<file path="src/rtl/kbd_scanner_if.sv">
// Pi register-window read port for the keyboard scanner.
// The Pi side drives address and strobe; the scanner returns the read data.
interface kbd_scanner_if;
  logic [15:0] pi_addr;
  logic        pi_read_strobe;
  logic [7:0]  pi_data_out;

  modport master (output pi_addr, output pi_read_strobe, input pi_data_out);
  modport slave  (input pi_addr, input pi_read_strobe, output pi_data_out);
endinterface

</file>
<file path="src/rtl/kbd_scanner.sv">
// PET keyboard matrix scanner: walks active-low rows, debounces the column image
// per row, and serves the row image plus a sticky change flag to the Pi.
//
// state    | meaning
// S_IDLE   | rows released, row and settle counter held at 0
// S_SETTLE | current row driven, waiting for the columns to settle
// S_SAMPLE | current row still driven, columns captured and debounced
module kbd_scanner #(
  parameter int ROWS          = 10,
  parameter int SETTLE_CYCLES = 64
) (
  input  logic            clk,
  input  logic            reset_b,
  input  logic            scan_enable,
  output logic [ROWS-1:0] kbd_row_b,
  input  logic [7:0]      kbd_col_b,
  kbd_scanner_if.slave    pi,
  output logic            key_changed
);

  typedef enum logic [1:0] {S_IDLE, S_SETTLE, S_SAMPLE} state_t;

  localparam int              CW        = (SETTLE_CYCLES > 1) ? $clog2(SETTLE_CYCLES) : 1;
  localparam logic [CW-1:0]   CNT_LAST  = CW'(SETTLE_CYCLES - 1);
  localparam logic [3:0]      ROW_LAST  = 4'(ROWS - 1);
  localparam logic [15:0]     ADDR_STAT = 16'hE82A;
  localparam logic [11:0]     ADDR_PAGE = 12'hE82;

  state_t        state, state_nx;
  logic [3:0]    row;
  logic [CW-1:0] cnt;
  logic [7:0]    col_s1, col_s2;
  logic [7:0]    raw [ROWS];
  logic [7:0]    deb [ROWS];
  logic          sample_en;
  logic          change_evt;
  logic          status_rd;
  logic          row_rd;

  always_ff @(posedge clk) begin
    if (!reset_b) state <= S_IDLE;
    else          state <= state_nx;
  end

  always_comb begin
    state_nx  = state;
    sample_en = 1'b0;
    case (state)
      S_IDLE: begin
        if (scan_enable) state_nx = S_SETTLE;
      end
      S_SETTLE: begin
        if (!scan_enable)        state_nx = S_IDLE;
        else if (cnt == CNT_LAST) state_nx = S_SAMPLE;
      end
      S_SAMPLE: begin
        // the capture always completes, even if scanning is being dropped
        sample_en = 1'b1;
        state_nx  = scan_enable ? S_SETTLE : S_IDLE;
      end
      default: state_nx = S_IDLE;
    endcase
  end

  always_comb begin
    kbd_row_b = '1;
    if (state != S_IDLE) kbd_row_b[row] = 1'b0;
  end

  always_ff @(posedge clk) begin
    if (!reset_b) begin
      row <= '0;
      cnt <= '0;
    end else if (state_nx == S_IDLE) begin
      row <= '0;
      cnt <= '0;
    end else if (state == S_SAMPLE) begin
      row <= (row == ROW_LAST) ? 4'd0 : row + 4'd1;
      cnt <= '0;
    end else if (state == S_SETTLE) begin
      cnt <= cnt + 1'b1;
    end
  end

  // A new row image is accepted only when two consecutive scans agree.
  assign change_evt = sample_en && (col_s2 == raw[row]) && (col_s2 != deb[row]);
  assign status_rd  = pi.pi_read_strobe && (pi.pi_addr == ADDR_STAT);
  assign row_rd     = pi.pi_read_strobe && (pi.pi_addr[15:4] == ADDR_PAGE) &&
                      (pi.pi_addr[3:0] <= ROW_LAST);

  always_ff @(posedge clk) begin
    if (!reset_b) begin
      col_s1         <= 8'hFF;
      col_s2         <= 8'hFF;
      key_changed    <= 1'b0;
      pi.pi_data_out <= 8'hFF;
      for (int i = 0; i < ROWS; i++) begin
        raw[i] <= 8'hFF;
        deb[i] <= 8'hFF;
      end
    end else begin
      col_s1 <= kbd_col_b;
      col_s2 <= col_s1;

      if (sample_en) begin
        raw[row] <= col_s2;
        if (change_evt) deb[row] <= col_s2;
      end

      if (change_evt)     key_changed <= 1'b1;
      else if (status_rd) key_changed <= 1'b0;

      if (pi.pi_read_strobe) begin
        if (status_rd)   pi.pi_data_out <= {key_changed, 3'b000, row};
        else if (row_rd) pi.pi_data_out <= deb[pi.pi_addr[3:0]];
        else             pi.pi_data_out <= 8'hFF;
      end
    end
  end

endmodule

</file>
<file path="src/flat_wrapper.sv">
// flat-port wrapper written by rule: the top's interface ports become plain ports
module kbd_scanner_flat 
#(
  parameter int ROWS          = 10,
  parameter int SETTLE_CYCLES = 64
)
  (clk, reset_b, scan_enable, kbd_row_b, kbd_col_b, key_changed, pi_pi_addr, pi_pi_read_strobe, pi_pi_data_out);
  kbd_scanner_if pi_i ();
  input  logic clk;
  input  logic reset_b;
  input  logic scan_enable;
  output logic [ROWS-1:0] kbd_row_b;
  input  logic [7:0] kbd_col_b;
  output logic key_changed;
  input wire logic [$bits(pi_i.pi_addr)-1:0] pi_pi_addr;
  input wire logic [$bits(pi_i.pi_read_strobe)-1:0] pi_pi_read_strobe;
  output wire logic [$bits(pi_i.pi_data_out)-1:0] pi_pi_data_out;
  assign pi_i.pi_addr = pi_pi_addr;
  assign pi_i.pi_read_strobe = pi_pi_read_strobe;
  assign pi_pi_data_out = pi_i.pi_data_out;
  kbd_scanner #(.ROWS(ROWS), .SETTLE_CYCLES(SETTLE_CYCLES)) u_core (.clk(clk), .reset_b(reset_b), .scan_enable(scan_enable), .kbd_row_b(kbd_row_b), .kbd_col_b(kbd_col_b), .pi(pi_i), .key_changed(key_changed));
endmodule
</file>
<file path="config.mk">
export PLATFORM = sky130hd
export DESIGN_NAME = kbd_scanner_flat
export DESIGN_NICKNAME = d
export VERILOG_FILES = /design/src/rtl/kbd_scanner_if.sv /design/src/rtl/kbd_scanner.sv /design/src/flat_wrapper.sv
export SDC_FILE = /design/constraint.sdc
export NUM_CORES = 1
export LEC_CHECK = 0
export ABC_AREA = 1
export CAP_MARGIN = 10
export CORE_ASPECT_RATIO = 2
export CORE_MARGIN = 5
export CORE_UTILIZATION = 55
export CTS_CLUSTER_SIZE = 24
export DETAILED_ROUTE_END_ITERATION = 6
export PLACE_DENSITY = 0.86
export REMOVE_ABC_BUFFERS = 1
export SYNTH_ARGS = -nofsm -noshare
export SYNTH_HDL_FRONTEND = slang
export SYNTH_SLANG_ARGS = --single-unit
</file>
<file path="constraint.sdc">
create_clock -name clk -period 2.6 [get_ports clk]
set_clock_uncertainty 0.05 [all_clocks]
set_input_delay 0.39 -clock clk [delete_from_list [all_inputs] [get_ports clk]]
set_output_delay 0.39 -clock clk [all_outputs]
set_load 0.02 [all_outputs]
</file>
==> metrics.txt, run 1 <==
# TYPE chip_impl_metric gauge
chip_impl_metric{name="fin_worst_hold_slack",unit="ns"} 0.357
chip_impl_metric{name="route.antenna.remaining_nets",unit=""} 0
chip_impl_metric{name="grt_antenna_before_repair",unit=""} 1
chip_impl_metric{name="hold_path_depth",unit=""} 2
chip_impl_metric{name="finish.utilization",unit="%"} 69.4
chip_impl_metric{name="cts.clk_slew.worst_paths",unit="ns"} 0.07
chip_impl_metric{name="insertedDiodeCount",unit=""} 0
chip_impl_info{name="violations",value="DRC, setup timing"} 1
chip_impl_metric{name="filler_cell_count",unit=""} 1891
chip_impl_metric{name="power.static_leakage",unit="uW"} 0.00697
chip_impl_metric{name="pin_count_of_the_biggest_net_entering_global_routing",unit=""} 38
chip_impl_info{name="hold_path_startpoint",value="kbd_col_b[4]"} 1
chip_impl_metric{name="htreeDepth",unit=""} 1
chip_impl_metric{name="drcViolationCount",unit=""} 1
chip_impl_metric{name="fraction_of_final_layout_cells_with_drive_strength_greater_than_1",unit="%"} 19.2
chip_impl_metric{name="clock_latency_late_sink",unit="ns"} 0.55
chip_impl_metric{name="slew_hr",unit="%"} 54.6
chip_impl_info{name="tritoncts_clock_tree",value="done"} 1
chip_impl_metric{name="synth_enable_flop_cells",unit=""} 256
chip_impl_metric{name="path_buf_inv",unit=""} 5
chip_impl_metric{name="number_of_max_slew_violations_in_the_final_report",unit=""} 0
chip_impl_metric{name="design.final.nets",unit=""} 1780
chip_impl_metric{name="placed_cells",unit=""} 2042
chip_impl_metric{name="die_area",unit="um2"} 29700
chip_impl_metric{name="minimum_setup_slack_among_reg_to_reg_paths",unit="ns"} -0.40
chip_impl_info{name="crit_path_top_delay_cell",value="sky130_fd_sc_hd__dfxtp_4"} 1
chip_impl_metric{name="final_min_period_over_clock_period",unit="%"} 116
chip_impl_info{name="rsz0062_at_grt",value="yes"} 1
chip_impl_info{name="path_class",value="flip-flop to flip-flop"} 1
chip_impl_metric{name="gp_congestion",unit=""} 1.05
chip_impl_info{name="rr_endpoint",value="u_core.deb[14][0]"} 1
chip_impl_metric{name="ffs_latches_synth",unit=""} 297
chip_impl_info{name="holdCritPathClass",value="input pin to flip-flop"} 1
chip_impl_metric{name="die-width",unit="um"} 124
chip_impl_metric{name="detail_route.first_pass.iterations",unit=""} 7
chip_impl_metric{name="floorplan.rows",unit=""} 83
chip_impl_metric{name="critical_path_required",unit="ns"} 2.80
chip_impl_metric{name="finished_cell_area",unit="um2"} 17900
chip_impl_metric{name="maxCapViolations",unit=""} 0
chip_impl_info{name="outcome",value="complete, but fails checks"} 1
chip_impl_metric{name="synth_seq_area_share",unit="%"} 59.2
chip_impl_metric{name="timing.critical_path.slowest_cell_delay",unit="ns"} 0.45
chip_impl_metric{name="regArea",unit="um2"} 8510
chip_impl_metric{name="post_synth_arst_share",unit="%"} 0
chip_impl_metric{name="synth_top_area_share",unit="%"} 53.4
chip_impl_info{name="biggest_area_consumer_among_synthesized_cells",value="sky130_fd_sc_hd__edfxtp_1"} 1
chip_impl_metric{name="final-instance-count-excl-fill",unit=""} 2111
chip_impl_metric{name="finalWirelength",unit="um"} 51900
chip_impl_metric{name="io_pins",unit=""} 47
chip_impl_metric{name="avgSynthCellArea",unit="um2"} 9.09
chip_impl_metric{name="tightestPinTransition",unit="ns"} 0.681
chip_impl_metric{name="cp.arrival",unit="ns"} 3.21
chip_impl_info{name="setup.worst_path.start_class",value="flip-flop"} 1
chip_impl_metric{name="floorplan.initialDensity",unit="%"} 55.8
chip_impl_metric{name="post-dp-hpwl",unit="um"} 35600
chip_impl_metric{name="detail_route.iter0.violations",unit=""} 1651
chip_impl_info{name="timing.critical_path.max_delay_family",value="simple AND/OR/NAND/NOR gates"} 1
chip_impl_metric{name="avgViaCountPerCell",unit=""} 6.10
chip_impl_metric{name="cts_hold_buf",unit=""} 0
chip_impl_metric{name="setup_viol",unit=""} 260
chip_impl_metric{name="max_freq",unit="MHz"} 333
chip_impl_metric{name="numClockSinks",unit=""} 297
chip_impl_metric{name="final_critical_path_setup_slack",unit="ns"} -0.403
chip_impl_metric{name="finalHoldViolCount",unit=""} 0
chip_impl_info{name="crit_path_frequent_cell",value="sky130_fd_sc_hd__nand2_1"} 1
chip_impl_info{name="worstSetupEndpointType",value="flip-flop"} 1
chip_impl_metric{name="post_synth_instance_area",unit="um2"} 14400
chip_impl_metric{name="globalRouteOverflowTotal",unit=""} 0
chip_impl_metric{name="io_buffers",unit=""} 46
chip_impl_info{name="post_synth_main_area_contributors",value="sky130_fd_sc_hd__edfxtp_1, sky130_fd_sc_hd__nand2_1, sky130_fd_sc_hd__nand3_1"} 1
chip_impl_metric{name="syn_inst",unit=""} 1583
chip_impl_metric{name="wire_length_of_the_first_global_routing_pass",unit="um"} 75400
chip_impl_info{name="min_delay_worst_endpoint",value="u_core.col_s1[4]"} 1
chip_impl_metric{name="placeableCoreArea",unit="um2"} 25800
chip_impl_metric{name="postPlaceCellArea",unit="um2"} 16100
chip_impl_metric{name="ys.warnings.count",unit=""} 0
chip_impl_info{name="ys.flop_type",value="sky130_fd_sc_hd__edfxtp_1"} 1
chip_impl_metric{name="wire_per_inst",unit="um"} 24.6
chip_impl_metric{name="crit_path_max_fanout",unit=""} 8
chip_impl_metric{name="track_usage",unit="%"} 33.8
chip_impl_info{name="critical_path_cell_list",value="clkinv_8 > bufbuf_16 > nand2_1 > nand2_1 > nand2_1 > nand3_2 > nand3_2 > nand2_1 > nand2_1 > nand2_1 > nor2_1 > nand3_1 > nor2_4 > buf_4 > nand3_4 > clkinv_4 > nand2_4 > nor2_1 > buf_4"} 1
chip_impl_metric{name="areaGrowthSynthToFinish",unit="%"} 24.3
chip_impl_metric{name="multi_input_comb_area",unit="um2"} 5120
chip_impl_info{name="cts.root.buffer_cell",value="sky130_fd_sc_hd__clkbuf_16"} 1
chip_impl_metric{name="number_of_global_route_vias_before_repair",unit=""} 13000
chip_impl_metric{name="die_h",unit="um"} 239
chip_impl_metric{name="synth.distinct_cells",unit=""} 39
chip_impl_metric{name="reg2reg_depth",unit=""} 19
chip_impl_metric{name="routed_vias",unit=""} 12900
chip_impl_metric{name="cts_inserted_buffers",unit=""} 26
chip_impl_metric{name="pwr_density_cell",unit="nW/um2"} 544
chip_impl_metric{name="cts-root-to-sink-buffers",unit=""} 3
chip_impl_metric{name="post-route-min-period",unit="ns"} 3.00
chip_impl_metric{name="peakVddDrop",unit="uV"} 431
==> final cells by class <==
cell class | count | share of cell area (%)
Timing Repair Buffer | 230 | 12.6
Clock buffer | 32 | 3.94
Multi-Input combinational cell | 1020 | 28.6
Tap cell | 340 | 2.38
Sequential cell | 297 | 47.6
Clock inverter | 16 | 0.966
Timing Repair inverter | 1 | 0.0350
Inverter | 175 | 3.81
==> layer usage <==
layer | vias up | wire (um) | part of all wire (%) | global-route usage [%]
met2 | 979 | 25800 | 50 | 60.1
met3 | 370 | 4620 | 8.9 | 5.39
met4 | 0 | 6420 | 12 | 33.9
met1 | 5872 | 15000 | 29 | 32.0
met5 | - | 0 | 0 | 0
li1 | 5646 | - | - | -
==> layout by cell type (no fill, tap or decap), types with 35 or more instances in the layout <==
cell | netlist | routed
sky130_fd_sc_hd__nand2_1 | 433 | 414
sky130_fd_sc_hd__edfxtp_1 | 256 | 256
sky130_fd_sc_hd__nand3_1 | 235 | 185
sky130_fd_sc_hd__inv_1 | 161 | 158
sky130_fd_sc_hd__buf_4 | 11 | 146
sky130_fd_sc_hd__nor2_1 | 128 | 120
sky130_fd_sc_hd__o21ai_0 | 64 | 56
sky130_fd_sc_hd__nand3_2 | 1 | 47
sky130_fd_sc_hd__clkdlybuf4s50_1 | 0 | 44
sky130_fd_sc_hd__dfxtp_1 | 41 | 38
sky130_fd_sc_hd__a21oi_1 | 36 | 35
==> where the power goes <==
part	internal, uW	switching, uW	total (uW)	leakage, uW
Clock	2240	1790	4030	0.000417
Sequential	5160	26.4	5190	0.00248
Combinational	184	317	500	0.00407
Total	7590	2130	9720	0.00697
==> registers in the layout (all words and copies together), names as in the netlist, named ones only <==
register,flops
u_core.col_s1,8
u_core.pi.pi_data_out,8
u_core.col_s2,8
u_core.raw,128
u_core.deb,128
u_core.cnt,6
u_core.state,2
u_core.key_changed,1
u_core.row,4
==> what timing repair did <==
action	4_1_cts	5_1_grt
endpoints found under the setup margin	265	304
gates cloned	6	1
hold endpoints to repair	0	0
pin swaps	17	20
buffers inserted	9	5
gates resized for setup	95	51
==> worst max-delay path by stage <==
stage / slack (ns) / cells after the start / to / startpoint
global placement: -0.31 / 16 / u_core.deb[9][2] / flip-flop
detailed placement: -0.34 / 17 / u_core.deb[8][2] / flip-flop
global route: -0.45 / 16 / u_core.deb[0][6] / flip-flop
finish: -0.40 / 19 / u_core.deb[14][0] / flip-flop
floorplan: -3.77 / 14 / u_core.deb[12][0] / flip-flop
CTS: -0.22 / 18 / u_core.deb[0][6] / flip-flop
==> cells in the mapped netlist, types with 21 or more instances <==
cell type and instances:
sky130_fd_sc_hd__a21oi_1 36, sky130_fd_sc_hd__nand3_1 235, sky130_fd_sc_hd__buf_2 21, sky130_fd_sc_hd__nor2_1 128
sky130_fd_sc_hd__clkbuf_1 38, sky130_fd_sc_hd__edfxtp_1 256, sky130_fd_sc_hd__nand2_1 433, sky130_fd_sc_hd__dfxtp_1 41
sky130_fd_sc_hd__o21ai_0 64, sky130_fd_sc_hd__o211ai_1 32, sky130_fd_sc_hd__inv_1 161
==> cell families (layout without fill, tap and decap cells) <==
kind of cell | count (synthesis) | count (layout) | synth area share, %
buffers and inverters | 266 | 454 | 8.26
adders and majority gates | 1 | 1 | 0.0870
and+or+nand+nor | 841 | 841 | 24.9
AOI/OAI and AO/OA | 173 | 173 | 7.31
DFF | 297 | 297 | 59.2
xor gates and xnor gates | 5 | 5 | 0.304
==> metrics by stage <==
step           total power (uW)  setup TNS, ns  worst slack [ns]
2_1_floorplan              5480        -869.25             -3.77
3_3_place_gp               5750         -44.38            -0.309
3_5_place_dp               5760         -58.98            -0.336
4_1_cts                    9660         -33.61            -0.219
5_1_grt                    9940         -95.83            -0.452
6_report                   9720         -80.58            -0.403
==> worst register-to-register path, delay by kind of cell, from the launching register on <==
family / cells / cell delay (ns)
and+or+nand+nor: 14 / 1.33
buffers and inverters: 5 / 0.87
DFF: 1 / 0.45
(Power assumes the default switching activity.)
==> inputs of run 2 (changes only) <==
CAP_MARGIN = unset   (was 10)
CTS_BUF_LIST = sky130_fd_sc_hd__clkbuf_4 sky130_fd_sc_hd__clkbuf_8 sky130_fd_sc_hd__clkbuf_16   (was unset)
==> metrics.txt, run 2 (synthesis gave the netlist of run 1 again) <==
# TYPE chip_impl_metric gauge
chip_impl_metric{name="share_of_total_power_in_the_clock_network",unit="%"} 41.7
chip_impl_metric{name="regArea",unit="um2"} 8510
chip_impl_metric{name="multi_input_comb_area",unit="um2"} 5140
chip_impl_metric{name="detail_route.first_pass.iterations",unit=""} 5
chip_impl_metric{name="htreeDepth",unit=""} 1
chip_impl_metric{name="pin_count_of_the_biggest_net_entering_global_routing",unit=""} 38
chip_impl_metric{name="wire_length_of_the_first_global_routing_pass",unit="um"} 75300
chip_impl_metric{name="fraction_of_final_layout_cells_with_drive_strength_greater_than_1",unit="%"} 19.4
chip_impl_metric{name="maxCapViolations",unit=""} 0
chip_impl_metric{name="die-width",unit="um"} 124
chip_impl_info{name="layout.cells.most_common",value="sky130_fd_sc_hd__nand2_1"} 1
chip_impl_metric{name="track_usage",unit="%"} 33.8
chip_impl_info{name="violations",value="setup timing"} 1
chip_impl_metric{name="number_of_global_route_vias_before_repair",unit=""} 13000
chip_impl_metric{name="filler_cell_count",unit=""} 1879
chip_impl_metric{name="cts-root-to-sink-buffers",unit=""} 3
chip_impl_metric{name="globalRouteOverflowTotal",unit=""} 0
chip_impl_info{name="crit_path_frequent_cell",value="sky130_fd_sc_hd__nand2_1"} 1
chip_impl_metric{name="number_of_max_slew_violations_in_the_final_report",unit=""} 0
chip_impl_info{name="outcome",value="complete, but fails checks"} 1
chip_impl_metric{name="cts.clk_slew.worst_paths",unit="ns"} 0.07
chip_impl_metric{name="grt_antenna_before_repair",unit=""} 1
chip_impl_metric{name="finished_cell_area",unit="um2"} 18000
chip_impl_metric{name="cts_inserted_buffers",unit=""} 26
chip_impl_metric{name="post-dp-hpwl",unit="um"} 35600
chip_impl_metric{name="fin_tns_setup",unit="ns"} -101.21
chip_impl_info{name="setup.worst_path.start_class",value="flip-flop"} 1
chip_impl_metric{name="design.final.nets",unit=""} 1780
chip_impl_metric{name="finalHoldViolCount",unit=""} 0
chip_impl_metric{name="setup_viol",unit=""} 268
chip_impl_metric{name="final_min_period_over_clock_period",unit="%"} 118
chip_impl_metric{name="detail_route.iter0.violations",unit=""} 1431
chip_impl_metric{name="insertedDiodeCount",unit=""} 0
chip_impl_info{name="largest_registers",value="u_core.deb (128), u_core.raw (128)"} 1
chip_impl_info{name="path_class",value="flip-flop to flip-flop"} 1
chip_impl_metric{name="floorplan.initialDensity",unit="%"} 55.8
chip_impl_info{name="critical_path_cell_list",value="clkinv_8 > bufbuf_16 > o21ai_1 > nand3_2 > nand3_2 > nand2_1 > nand2_1 > nand2_1 > nor2_1 > nand2_1 > nor2_4 > buf_6 > nand3_4 > clkinv_4 > nand2_8 > nor2_1 > buf_4"} 1
chip_impl_metric{name="finalWirelength",unit="um"} 52100
chip_impl_metric{name="internal_power",unit="uW"} 7630
chip_impl_info{name="crit_path_top_delay_cell",value="sky130_fd_sc_hd__dfxtp_4"} 1
chip_impl_info{name="cts.root.buffer_cell",value="sky130_fd_sc_hd__clkbuf_16"} 1
chip_impl_metric{name="crit_path_max_fanout",unit=""} 10
chip_impl_info{name="holdCritPathClass",value="input pin to flip-flop"} 1
chip_impl_metric{name="gp_congestion",unit=""} 1.05
chip_impl_metric{name="numClockSinks",unit=""} 297
chip_impl_metric{name="placeableCoreArea",unit="um2"} 25800
chip_impl_metric{name="switching_power",unit="uW"} 2130
chip_impl_metric{name="timing.critical_path.slowest_cell_delay",unit="ns"} 0.45
chip_impl_metric{name="post-route-min-period",unit="ns"} 3.08
chip_impl_metric{name="drcViolationCount",unit=""} 0
chip_impl_metric{name="critical_path_required",unit="ns"} 2.80
chip_impl_info{name="hold_path_startpoint",value="kbd_col_b[2]"} 1
chip_impl_metric{name="postPlaceCellArea",unit="um2"} 16100
chip_impl_metric{name="clock_latency_late_sink",unit="ns"} 0.55
chip_impl_metric{name="pwr_density_cell",unit="nW/um2"} 544
chip_impl_metric{name="routed_vias",unit=""} 12900
chip_impl_metric{name="peakVddDrop",unit="uV"} 457
chip_impl_metric{name="cp.arrival",unit="ns"} 3.28
chip_impl_metric{name="max_freq",unit="MHz"} 325
chip_impl_metric{name="power.static_leakage",unit="uW"} 0.00697
chip_impl_metric{name="wire_per_inst",unit="um"} 24.7
chip_impl_metric{name="die_area",unit="um2"} 29700
chip_impl_metric{name="route.antenna.remaining_nets",unit=""} 0
chip_impl_metric{name="slew_hr",unit="%"} 50.4
chip_impl_metric{name="pwr-share-comb",unit="%"} 5.1
chip_impl_metric{name="areaGrowthSynthToFinish",unit="%"} 24.8
chip_impl_metric{name="floorplan.rows",unit=""} 83
chip_impl_metric{name="avgViaCountPerCell",unit=""} 6.11
chip_impl_metric{name="cts_hold_buf",unit=""} 0
chip_impl_metric{name="die_h",unit="um"} 239
chip_impl_metric{name="switching_share",unit="%"} 21.8
chip_impl_info{name="worstSetupEndpointType",value="flip-flop"} 1
chip_impl_metric{name="io_buffers",unit=""} 46
chip_impl_metric{name="final_critical_path_setup_slack",unit="ns"} -0.480
chip_impl_info{name="rsz0062_at_grt",value="yes"} 1
chip_impl_info{name="layout.cells.most_common_list",value="sky130_fd_sc_hd__nand2_1, sky130_fd_sc_hd__edfxtp_1, sky130_fd_sc_hd__nand3_1"} 1
chip_impl_info{name="tritoncts_clock_tree",value="done"} 1
chip_impl_metric{name="seq_power_share",unit="%"} 53.2
chip_impl_metric{name="tightestPinTransition",unit="ns"} 0.742
chip_impl_metric{name="io_pins",unit=""} 47
run 2: metal layers:
metal / GRT usage [%] / vias up / share of wire [%]
met2: 60.1 / 942 / 50
met1: 32.2 / 5947 / 29
met4: 33.5 / 0 / 13
met5: 0 / - / 0
met3: 5.17 / 375 / 8.1
li1: - / 5637 / -
run 2: final timing paths:
path | depth (start not counted) | slack (ns) | end
max | 17 | -0.48 | u_core.deb[14][1]
min reg2reg | 1 | 0.36 | u_core.col_s2[1]
min | 2 | 0.36 | u_core.col_s1[2]
max reg2reg | 17 | -0.48 | u_core.deb[14][1]
run 2: worst max-delay path: cells and delay by family, from the launching register on:
family          cells  cell delay (ns)
compound gates      1             0.23
flops               1             0.45
buf+inv             5             0.89
simple gates       11             1.15
run 2: timing repair:
| action | CTS | global route |
|---|---|---|
| gates cloned | 6 | 2 |
| gates resized for setup | 95 | 55 |
| setup endpoints to repair | 265 | 296 |
| setup buffers | 8 | 6 |
| pin swaps | 17 | 11 |
run 2: power by group through the flow:
stage	registers [uW]	clock network, uW	logic [uW]
after floorplan	5290	0	190
after global placement	5290	0	463
after detailed placement	5290	0	470
after CTS	5190	4030	481
after global routing	5190	4260	529
final	5190	4070	502
run 2: cell type report:
cell class,instances,share of cell area (%)
multi-input combinational,1020,28.7
clock inverter,16,0.962
clock buffer,32,4.01
inverter,175,3.78
tap,340,2.37
sequential,297,47.4
timing repair buffer,230,12.8
timing repair inverter,1,0.0349
run 2: metrics by stage:
step / util (%) / hold WS, ns / std cells / power (uW) / worst slack, ns
6_report: 69.7 / 0.359 / 2111 / 9760 / -0.480
4_1_cts: 68.4 / 0.353 / 2104 / 9700 / -0.219
5_1_grt: 69.7 / 0.349 / 2111 / 9980 / -0.589
2_1_floorplan: - / 0.343 / 1492 / 5480 / -3.77
3_3_place_gp: 62.7 / 0.344 / 2042 / 5750 / -0.309
3_5_place_dp: 62.7 / 0.355 / 2042 / 5760 / -0.336
==> inputs of run 3 (changes only) <==
MAX_ROUTING_LAYER = met4   (was unset)
==> metrics.txt, run 3 (synthesis gave the netlist of run 1 again) <==
# TYPE chip_impl_metric gauge
chip_impl_metric{name="die_h",unit="um"} 239
chip_impl_metric{name="insertedDiodeCount",unit=""} 0
chip_impl_metric{name="routed_vias",unit=""} 12600
chip_impl_metric{name="max_freq",unit="MHz"} 350
chip_impl_metric{name="route.antenna.remaining_nets",unit=""} 0
chip_impl_metric{name="track_usage",unit="%"} 35.4
chip_impl_info{name="rr_endpoint",value="u_core.deb[2][5]"} 1
chip_impl_metric{name="pin_count_of_the_biggest_net_entering_global_routing",unit=""} 37
chip_impl_metric{name="power.static_leakage",unit="uW"} 0.00677
chip_impl_metric{name="post-dp-hpwl",unit="um"} 36100
chip_impl_metric{name="numClockSinks",unit=""} 297
chip_impl_info{name="tritoncts_clock_tree",value="done"} 1
chip_impl_info{name="layout.cells.most_common_list",value="sky130_fd_sc_hd__nand2_1, sky130_fd_sc_hd__edfxtp_1, sky130_fd_sc_hd__nand3_1"} 1
chip_impl_metric{name="placeableCoreArea",unit="um2"} 25800
chip_impl_metric{name="clock_latency_late_sink",unit="ns"} 0.56
chip_impl_metric{name="floorplan.rows",unit=""} 83
chip_impl_metric{name="cts_inserted_buffers",unit=""} 26
chip_impl_metric{name="setup_viol",unit=""} 263
chip_impl_metric{name="io_pins",unit=""} 47
chip_impl_metric{name="finalWirelength",unit="um"} 51600
chip_impl_metric{name="tightestPinTransition",unit="ns"} 0.595
chip_impl_metric{name="number_of_max_slew_violations_in_the_final_report",unit=""} 0
chip_impl_metric{name="htreeDepth",unit=""} 1
chip_impl_info{name="holdCritPathClass",value="input pin to flip-flop"} 1
chip_impl_metric{name="drcViolationCount",unit=""} 0
chip_impl_metric{name="cp.arrival",unit="ns"} 3.08
chip_impl_info{name="min_delay_worst_endpoint",value="u_core.col_s1[3]"} 1
chip_impl_metric{name="wire_per_inst",unit="um"} 24.7
chip_impl_metric{name="die-width",unit="um"} 124
chip_impl_metric{name="fraction_of_final_layout_cells_with_drive_strength_greater_than_1",unit="%"} 16.1
chip_impl_metric{name="detail_route.iter0.violations",unit=""} 1520
chip_impl_metric{name="die_area",unit="um2"} 29700
chip_impl_metric{name="fin_worst_hold_slack",unit="ns"} 0.349
chip_impl_metric{name="finalHoldViolCount",unit=""} 0
chip_impl_metric{name="critical_path_required",unit="ns"} 2.82
chip_impl_metric{name="floorplan.initialDensity",unit="%"} 55.8
chip_impl_metric{name="hold_path_depth",unit=""} 2
chip_impl_metric{name="design.final.nets",unit=""} 1754
chip_impl_info{name="path_class",value="flip-flop to flip-flop"} 1
chip_impl_metric{name="cts-root-to-sink-buffers",unit=""} 3
chip_impl_metric{name="io_buffers",unit=""} 46
chip_impl_metric{name="cts.clk_slew.worst_paths",unit="ns"} 0.07
chip_impl_metric{name="gp_congestion",unit=""} 1.06
chip_impl_info{name="cts.root.buffer_cell",value="sky130_fd_sc_hd__clkbuf_16"} 1
chip_impl_info{name="outcome",value="complete, but fails checks"} 1
chip_impl_metric{name="avgViaCountPerCell",unit=""} 6.06
chip_impl_info{name="hold_path_startpoint",value="kbd_col_b[3]"} 1
chip_impl_metric{name="pwr_density_cell",unit="nW/um2"} 559
chip_impl_info{name="rsz0062_at_grt",value="yes"} 1
chip_impl_metric{name="reg2reg_depth",unit=""} 17
chip_impl_metric{name="slew_hr",unit="%"} 60.3
chip_impl_metric{name="detail_route.first_pass.iterations",unit=""} 6
chip_impl_metric{name="grt_antenna_before_repair",unit=""} 0
chip_impl_metric{name="fin_tns_setup",unit="ns"} -37.56
chip_impl_info{name="layout.cells.most_common",value="sky130_fd_sc_hd__nand2_1"} 1
chip_impl_info{name="violations",value="setup timing"} 1
chip_impl_metric{name="number_of_global_route_vias_before_repair",unit=""} 12900
chip_impl_info{name="setup.worst_path.start_class",value="flip-flop"} 1
chip_impl_info{name="largest_registers",value="u_core.deb (128), u_core.raw (128)"} 1
chip_impl_info{name="worstSetupEndpointType",value="flip-flop"} 1
chip_impl_metric{name="wire_length_of_the_first_global_routing_pass",unit="um"} 76100
chip_impl_metric{name="peakVddDrop",unit="uV"} 404
chip_impl_metric{name="crit_path_max_fanout",unit=""} 23
chip_impl_metric{name="maxCapViolations",unit=""} 0
chip_impl_metric{name="areaGrowthSynthToFinish",unit="%"} 21.6
chip_impl_metric{name="final_critical_path_setup_slack",unit="ns"} -0.259
chip_impl_metric{name="globalRouteOverflowTotal",unit=""} 0
chip_impl_metric{name="final_min_period_over_clock_period",unit="%"} 110
chip_impl_metric{name="post-route-min-period",unit="ns"} 2.86
chip_impl_metric{name="minimum_setup_slack_among_reg_to_reg_paths",unit="ns"} -0.26
-- run 3: cell type report --
class	count	area, um2
fill	2043	8270
sequential	297	8520
clock inverter	16	173
inverter	175	667
tap	340	425
multi-input combinational	1020	4920
timing repair buffer	205	2070
clock buffer	32	713
-- run 3: worst max path at each step --
stage,from,cells after the start,slack (ns),endpoint
final,flip-flop,17,-0.26,u_core.deb[2][5]
after global routing,flip-flop,17,-0.40,u_core.deb[2][5]
after CTS,flip-flop,16,-0.18,u_core.deb[0][5]
after detailed placement,flip-flop,15,-0.35,u_core.deb[0][5]
after global placement,flip-flop,15,-0.30,u_core.deb[0][1]
after floorplan,flip-flop,14,-3.77,u_core.deb[12][0]
-- run 3: stage by stage --
step                util (%)  power [uW]  instance area, um2  std cells  setup slack (ns)
finish                  67.9        9770               17500       2085            -0.259
global placement        62.4        5770               16100       2025            -0.302
CTS                     67.1        9730               17300       2080            -0.175
detailed placement      62.4        5770               16100       2025            -0.346
global route            67.9        9990               17500       2085            -0.400
floorplan                  -        5480               13900       1492             -3.77
-- run 3: metal layers --
| layer | track usage, % | vias up | part of all wire [%] |
|---|---|---|---|
| met2 | 60.6 | 866 | 50 |
| met5 | - | - | 0 |
| met3 | 6.46 | 296 | 8.3 |
| met1 | 32.8 | 5892 | 29 |
| met4 | 33.5 | 0 | 12 |
| li1 | - | 5583 | - |
-- run 3: where the power goes --
part | internal, uW | total [uW] | switching [uW]
sequential | 5160 | 5190 | 24.8
clock | 2270 | 4070 | 1800
combinational | 188 | 510 | 322
-- run 3: worst max-delay path, cell delays in order, from the launching register on --
cell and delay, ns:
sky130_fd_sc_hd__dfxtp_4 0.46, sky130_fd_sc_hd__inv_8 0.07, sky130_fd_sc_hd__bufbuf_16 0.31, sky130_fd_sc_hd__nor2_1 0.10, sky130_fd_sc_hd__nor2_1 0.06, sky130_fd_sc_hd__o21ai_0 0.14, sky130_fd_sc_hd__nand3_1 0.13, sky130_fd_sc_hd__nand3_1 0.14
sky130_fd_sc_hd__nand2_1 0.07, sky130_fd_sc_hd__nand2_1 0.06, sky130_fd_sc_hd__nand2_1 0.05, sky130_fd_sc_hd__nand2_1 0.07, sky130_fd_sc_hd__nor2_1 0.05, sky130_fd_sc_hd__nand2_2 0.15, sky130_fd_sc_hd__buf_4 0.15, sky130_fd_sc_hd__nand4_4 0.14
sky130_fd_sc_hd__o21bai_1 0.19, sky130_fd_sc_hd__buf_4 0.19
-- run 3: repair_timing --
item / 4_1_cts / 5_1_grt
gates resized for setup: 44 / 43
hold buffers: 0 / 0
cloned: 5 / 1
pin swaps: 6 / 10
buffers inserted: 2 / 4
setup endpoints to repair: 265 / 265
